## config.mk

```make
export PLATFORM = sky130hd
export DESIGN_NAME = push_chk_seq
export DESIGN_NICKNAME = d
export VERILOG_FILES = /design/src/rtl/push_chk_seq.sv
export SDC_FILE = /design/constraint.sdc
export NUM_CORES = 1
export LEC_CHECK = 0
export ABC_AREA = 1
export BUFFER_PORTS_ARGS = -buffer_cell sky130_fd_sc_hd__buf_4
export CELL_PAD_IN_SITES_DETAIL_PLACEMENT = 1
export CELL_PAD_IN_SITES_GLOBAL_PLACEMENT = 2
export CORE_MARGIN = 4
export CORE_UTILIZATION = 32
export CTS_CLUSTER_DIAMETER = 100
export DETAILED_ROUTE_END_ITERATION = 7
export PLACE_DENSITY_LB_ADDON = 0.1
export SKIP_CTS_REPAIR_TIMING = 1
export SYNTH_ARGS = -nofsm -noshare
export SYNTH_HDL_FRONTEND = slang
export SYNTH_SLANG_ARGS = --single-unit
```

## constraint.sdc

```tcl
create_clock -name CLK -period 1.8 [get_ports CLK]
set_input_delay 0.36 -clock CLK [delete_from_list [all_inputs] [get_ports CLK]]
set_output_delay 0.36 -clock CLK [all_outputs]
set_load 0.03 [all_outputs]
```

## src/rtl/push_chk_seq.sv

```systemverilog
// Frame tracker and SENDCHECK sequencer between the readout controller and blkcpld.
// Counts words per PUSH frame, then issues a delayed fixed-width check with a one-deep backlog.
module push_chk_seq #(
    parameter int CHK_DLY   = 3,
    parameter int CHK_LEN   = 6,
    parameter int CNT_W     = 8,
    parameter int MIN_WORDS = 1,
    parameter bit XL_SUPP   = 1'b1
) (
    input  logic             CLK,
    input  logic             RST,
    input  logic             PUSH,
    input  logic             XLOAD,
    input  logic             LASTWORD,
    output logic             SENDCHECK,
    output logic             CHKBUSY,
    output logic [CNT_W-1:0] WORDCNT,
    output logic             CNTVALID,
    output logic             OVFL,
    output logic             DROP,
    output logic             ENDFRM
);

    localparam int TMAX = (CHK_DLY > CHK_LEN) ? CHK_DLY : CHK_LEN;
    localparam int TW   = $clog2(TMAX + 1);

    localparam logic [TW-1:0]    DLY_T   = TW'(CHK_DLY);
    localparam logic [TW-1:0]    LEN_T   = TW'(CHK_LEN);
    localparam logic [TW-1:0]    ONE_T   = TW'(1);
    localparam logic [CNT_W-1:0] CNT_MAX = '1;
    localparam logic [CNT_W:0]   MIN_T   = (CNT_W + 1)'(MIN_WORDS);

    typedef enum logic [1:0] {
        S_IDLE = 2'd0,
        S_WAIT = 2'd1,
        S_SEND = 2'd2
    } state_t;

    // A zero delay skips WAIT entirely, so back-to-back checks may abut.
    localparam state_t        START_ST = (CHK_DLY == 0) ? S_SEND : S_WAIT;
    localparam logic [TW-1:0] START_TM = (CHK_DLY == 0) ? LEN_T : DLY_T;

    state_t           state, state_n;
    logic [TW-1:0]    timer, timer_n;
    logic             pending, pending_n;
    logic             drop_n, endfrm_n, lw_flag_n;
    logic             push_q, xl_flag, lw_flag, ovf;
    logic [CNT_W-1:0] cnt;

    logic frm_start, frm_end, elig, xl_hit, accept;

    assign frm_start = PUSH & ~push_q;
    assign frm_end   = ~PUSH & push_q;
    assign elig      = PUSH & ~(XLOAD & XL_SUPP);
    assign xl_hit    = PUSH & XLOAD & XL_SUPP;
    assign accept    = frm_end & ~xl_flag & ({1'b0, cnt} >= MIN_T);

    assign SENDCHECK = (state == S_SEND);
    assign CHKBUSY   = (state != S_IDLE) | pending;

    always_comb begin
        state_n   = state;
        timer_n   = timer;
        pending_n = pending;
        drop_n    = 1'b0;
        unique case (state)
            S_IDLE: begin
                if (accept) begin
                    state_n = START_ST;
                    timer_n = START_TM;
                end
            end
            S_WAIT: begin
                if (timer == ONE_T) begin
                    state_n = S_SEND;
                    timer_n = LEN_T;
                end else begin
                    timer_n = timer - ONE_T;
                end
                if (accept) begin
                    if (pending) drop_n = 1'b1;
                    else         pending_n = 1'b1;
                end
            end
            S_SEND: begin
                if (timer == ONE_T) begin
                    // The slot frees on this edge, so a frame ending now never drops.
                    if (pending | accept) begin
                        state_n   = START_ST;
                        timer_n   = START_TM;
                        pending_n = pending & accept;
                    end else begin
                        state_n = S_IDLE;
                    end
                end else begin
                    timer_n = timer - ONE_T;
                    if (accept) begin
                        if (pending) drop_n = 1'b1;
                        else         pending_n = 1'b1;
                    end
                end
            end
            default: begin
                state_n = S_IDLE;
            end
        endcase
        endfrm_n  = lw_flag & (state_n == S_IDLE) & ~pending_n & ~PUSH;
        lw_flag_n = LASTWORD | (lw_flag & ~endfrm_n);
    end

    always_ff @(posedge CLK) begin
        if (RST) begin
            state    <= S_IDLE;
            timer    <= '0;
            pending  <= 1'b0;
            push_q   <= 1'b0;
            cnt      <= '0;
            ovf      <= 1'b0;
            xl_flag  <= 1'b0;
            lw_flag  <= 1'b0;
            WORDCNT  <= '0;
            CNTVALID <= 1'b0;
            OVFL     <= 1'b0;
            DROP     <= 1'b0;
            ENDFRM   <= 1'b0;
        end else begin
            state    <= state_n;
            timer    <= timer_n;
            pending  <= pending_n;
            push_q   <= PUSH;
            lw_flag  <= lw_flag_n;
            DROP     <= drop_n;
            ENDFRM   <= endfrm_n;
            CNTVALID <= accept;
            if (frm_start) begin
                cnt     <= elig ? CNT_W'(1) : '0;
                ovf     <= 1'b0;
                xl_flag <= xl_hit;
            end else begin
                xl_flag <= xl_flag | xl_hit;
                if (elig) begin
                    if (cnt == CNT_MAX) ovf <= 1'b1;
                    else                cnt <= cnt + CNT_W'(1);
                end
            end
            if (accept) begin
                WORDCNT <= cnt;
                OVFL    <= ovf;
            end
        end
    end

endmodule

```

==> flow_metrics.py <==
metrics = {
    "pwr": {
        "ir_worst_vdd_v": 0.000366,
        "p_per_area_nw_per_um2": 828,
        "leakage_nw": 0.825,
    },
    "setup_path": {
        "worstPathRequired_ns": 1.97,
        "worst-path-max-fanout": 7,
        "worst-setup-path-type": "reg -> reg",
        "end_kind": "register",
        "ff2ff_path_depth": 12,
        "start_kind": "register",
        "rrSetupSlack_ns": 0.12,
        "r2r-end": "timer[1]$_SDFFE_PP0P_",
        "regToRegStartpoint": "cnt[1]$_SDFFE_PP0P_",
        "arrival_ns": 1.85,
    },
    "layout": {
        "syn_to_final_growth_pct": 26.0,
        "mostFrequentLayoutCells": "nand2_1, dfxtp_1, inv_1, buf_4, a21oi_1",
        "final_common_cell": "nand2_1",
        "drive_gt1_share_pct": 27.6,
        "diodes": 0,
        "nNetsFinal": 238,
        "fin_area_sq_um": 1850,
        "finalNonFillerCells": 277,
    },
    "hold_path": {
        "hold_class": "in -> reg",
        "whs_path_depth": 2,
        "hold_end": "xl_flag$_SDFF_PP0_",
        "hp-start": "XLOAD",
    },
    "synth": {
        "ys_seq_elements": 30,
        "synthCells": 194,
        "synthArstFlopShare_pct": 0,
        "synth_flop_cell": "dfxtp_1",
        "syn_nets": 208,
        "syn_area_sq_um": 1470,
        "yosysWarnings": 0,
        "synth-edff-count": 0,
        "avgSynthCellArea_sq_um": 7.58,
        "yosysUniqueCellTypes": 29,
        "yosysSeqAreaShare_pct": 40.8,
    },
    "die": {
        "die_area_sq_um": 5750,
        "rows": 24,
        "coreArea_sq_um": 4410,
        "die_y_um": 75.8,
        "start_util_pct": 33.3,
        "ioPinCount": 19,
        "die_width_um": 75.8,
    },
    "sta": {
        "setup_ws_ns": 0.120,
        "finalSetupViolCount": 0,
        "finalClockSkew_ns": 0.00519,
        "max_freq_mhz": 595,
        "rsz0062_at_grt": "yes",
        "drv_slew": 0,
        "fin_crit_ns": 1.68,
        "worst_slew_pin_slew_ns": 0.321,
        "finalCritPeriodShare_pct": 93.3,
        "finalSetupTns_ns": 0,
        "slew_headroom_pct": 78.6,
        "finalHoldViolCount": 0,
    },
    "detailed_routing": {
        "routed_wl_um": 3640,
        "drt-pass1-iter-count": 4,
        "wl_per_cell_um": 13.1,
        "viasPerCell": 4.80,
        "vias": 1330,
        "ant_nets": 0,
        "drc": 0,
        "first_iter_violations": 43,
    },
    "outcome": {
        "status": "finished, final reports clean",
    },
    "clock_network": {
        "cts_made_buffers": 5,
        "path_clk_slew_ns": 0.06,
        "clk_path_buf_depth": 2,
        "cts_tree": "yes",
        "clkLatencyLatePin_ns": 0.28,
        "cts_sinks": 30,
        "htree_levels": 2,
        "cts-root-buf": "clkbuf_8",
    },
    "place": {
        "pre_cts_slack_ns": 0.102,
        "detailed_place_hpwl_um": 2810,
        "portBuffers": 18,
        "place_congestion": 0.816,
        "placed_cell_area_sq_um": 1670,
        "dp_cells": 263,
    },
    "grt": {
        "grt_usage_pct": 13.8,
        "grt_max_degree": 19,
        "gr-total-overflow": 0,
        "grt_pass1_wl_um": 5870,
        "antenna_found_initial": 0,
        "grt_pass1_vias": 1333,
    },
    "run": {
        "drv_cap": 0,
    },
}
final cells by class:
class / instances / area [sq um]
fillers: 558 / 2560
multi-input cells: 129 / 746
flip-flops and latches: 30 / 602
repair buffers: 26 / 208
inverters: 32 / 124
clock buffers: 8 / 110
well taps: 52 / 65.1
stage by stage:
step / total power, mW / utilization (%) / hold WS, ns
detailed placement: 0.900 / 37.9 / 0.454
global placement: 0.894 / 37.9 / 0.448
finish: 1.53 / 42.0 / 0.333
floorplan: 0.843 / - / 0.430
CTS: 1.54 / 40.4 / 0.328
global route: 1.62 / 42.0 / 0.316
layer usage:
metal / track usage (%) / vias to the layer above / wire (um) / part of all wire (%)
met5: 0 / - / 0 / 0
met4: 7.38 / 0 / 78 / 2.1
met3: 4.09 / 9 / 124 / 3.4
met2: 24.1 / 16 / 2010 / 55
met1: 14.7 / 631 / 1420 / 39
li1: - / 674 / - / -
state kept, by name, indices dropped and copies added, names as in the netlist:
signal / cells
CNTVALID: 1
DROP: 1
ENDFRM: 1
OVFL: 1
WORDCNT: 8
cnt: 8
lw_flag: 1
ovf: 1
pending: 1
push_q: 1
state: 2
timer: 3
xl_flag: 1
power breakdown:
group	total (mW)	switching [mW]	internal, mW
Combinational	0.199	0.120	0.0788
Clock	0.634	0.249	0.386
Sequential	0.701	0.0134	0.688
worst max path at each step:
| stage | start | depth (start not counted) | slack [ns] | endpoint |
|---|---|---|---|---|
| 2_1_floorplan | state[0]$_SDFF_PP0_ | 12 | 0.15 | lw_flag$_SDFF_PP0_ |
| 3_3_place_gp | state[0]$_SDFF_PP0_ | 12 | 0.15 | lw_flag$_SDFF_PP0_ |
| 3_5_place_dp | cnt[1]$_SDFFE_PP0P_ | 14 | 0.10 | lw_flag$_SDFF_PP0_ |
| 4_1_cts | cnt[1]$_SDFFE_PP0P_ | 14 | 0.09 | lw_flag$_SDFF_PP0_ |
| 5_1_grt | state[1]$_SDFF_PP0_ | 12 | -0.05 | lw_flag$_SDFF_PP0_ |
| 6_report | cnt[1]$_SDFFE_PP0P_ | 12 | 0.12 | timer[1]$_SDFFE_PP0P_ |
critical path: stages, from the launching register on:
cell and delay, ns:
dfxtp_2 0.33, inv_2 0.06, ha_1 0.18, inv_1 0.05, nand2_1 0.05, nor2_2 0.11
nand2_2 0.08, nand2_4 0.13, nand2_4 0.07, o211ai_4 0.21, buf_4 0.16, buf_4 0.09
a21oi_1 0.05
cell usage after synthesis (2+ instances only):
cell	n	area share [%]
nor2_1	24	6.1
o21a_1	2	1.0
nand2_1	30	7.7
nand3_1	4	1.4
nor2_2	4	1.7
nand2_4	2	1.5
nand2_2	3	1.3
o21ai_1	4	1.4
o21ai_0	12	4.1
ha_1	9	7.7
inv_1	27	6.9
a21oi_1	22	7.5
inv_2	5	1.3
clkbuf_1	2	0.51
dfxtp_1	30	41
kinds of logic after synthesis:
family	synth area share [%]
fa+ha+maj	7.65
buf+inv	9.18
flops	40.8
compound gates	18.9
xor+xnor	1.19
simple gates	22.3
Power figures use the tool's default switching activity.
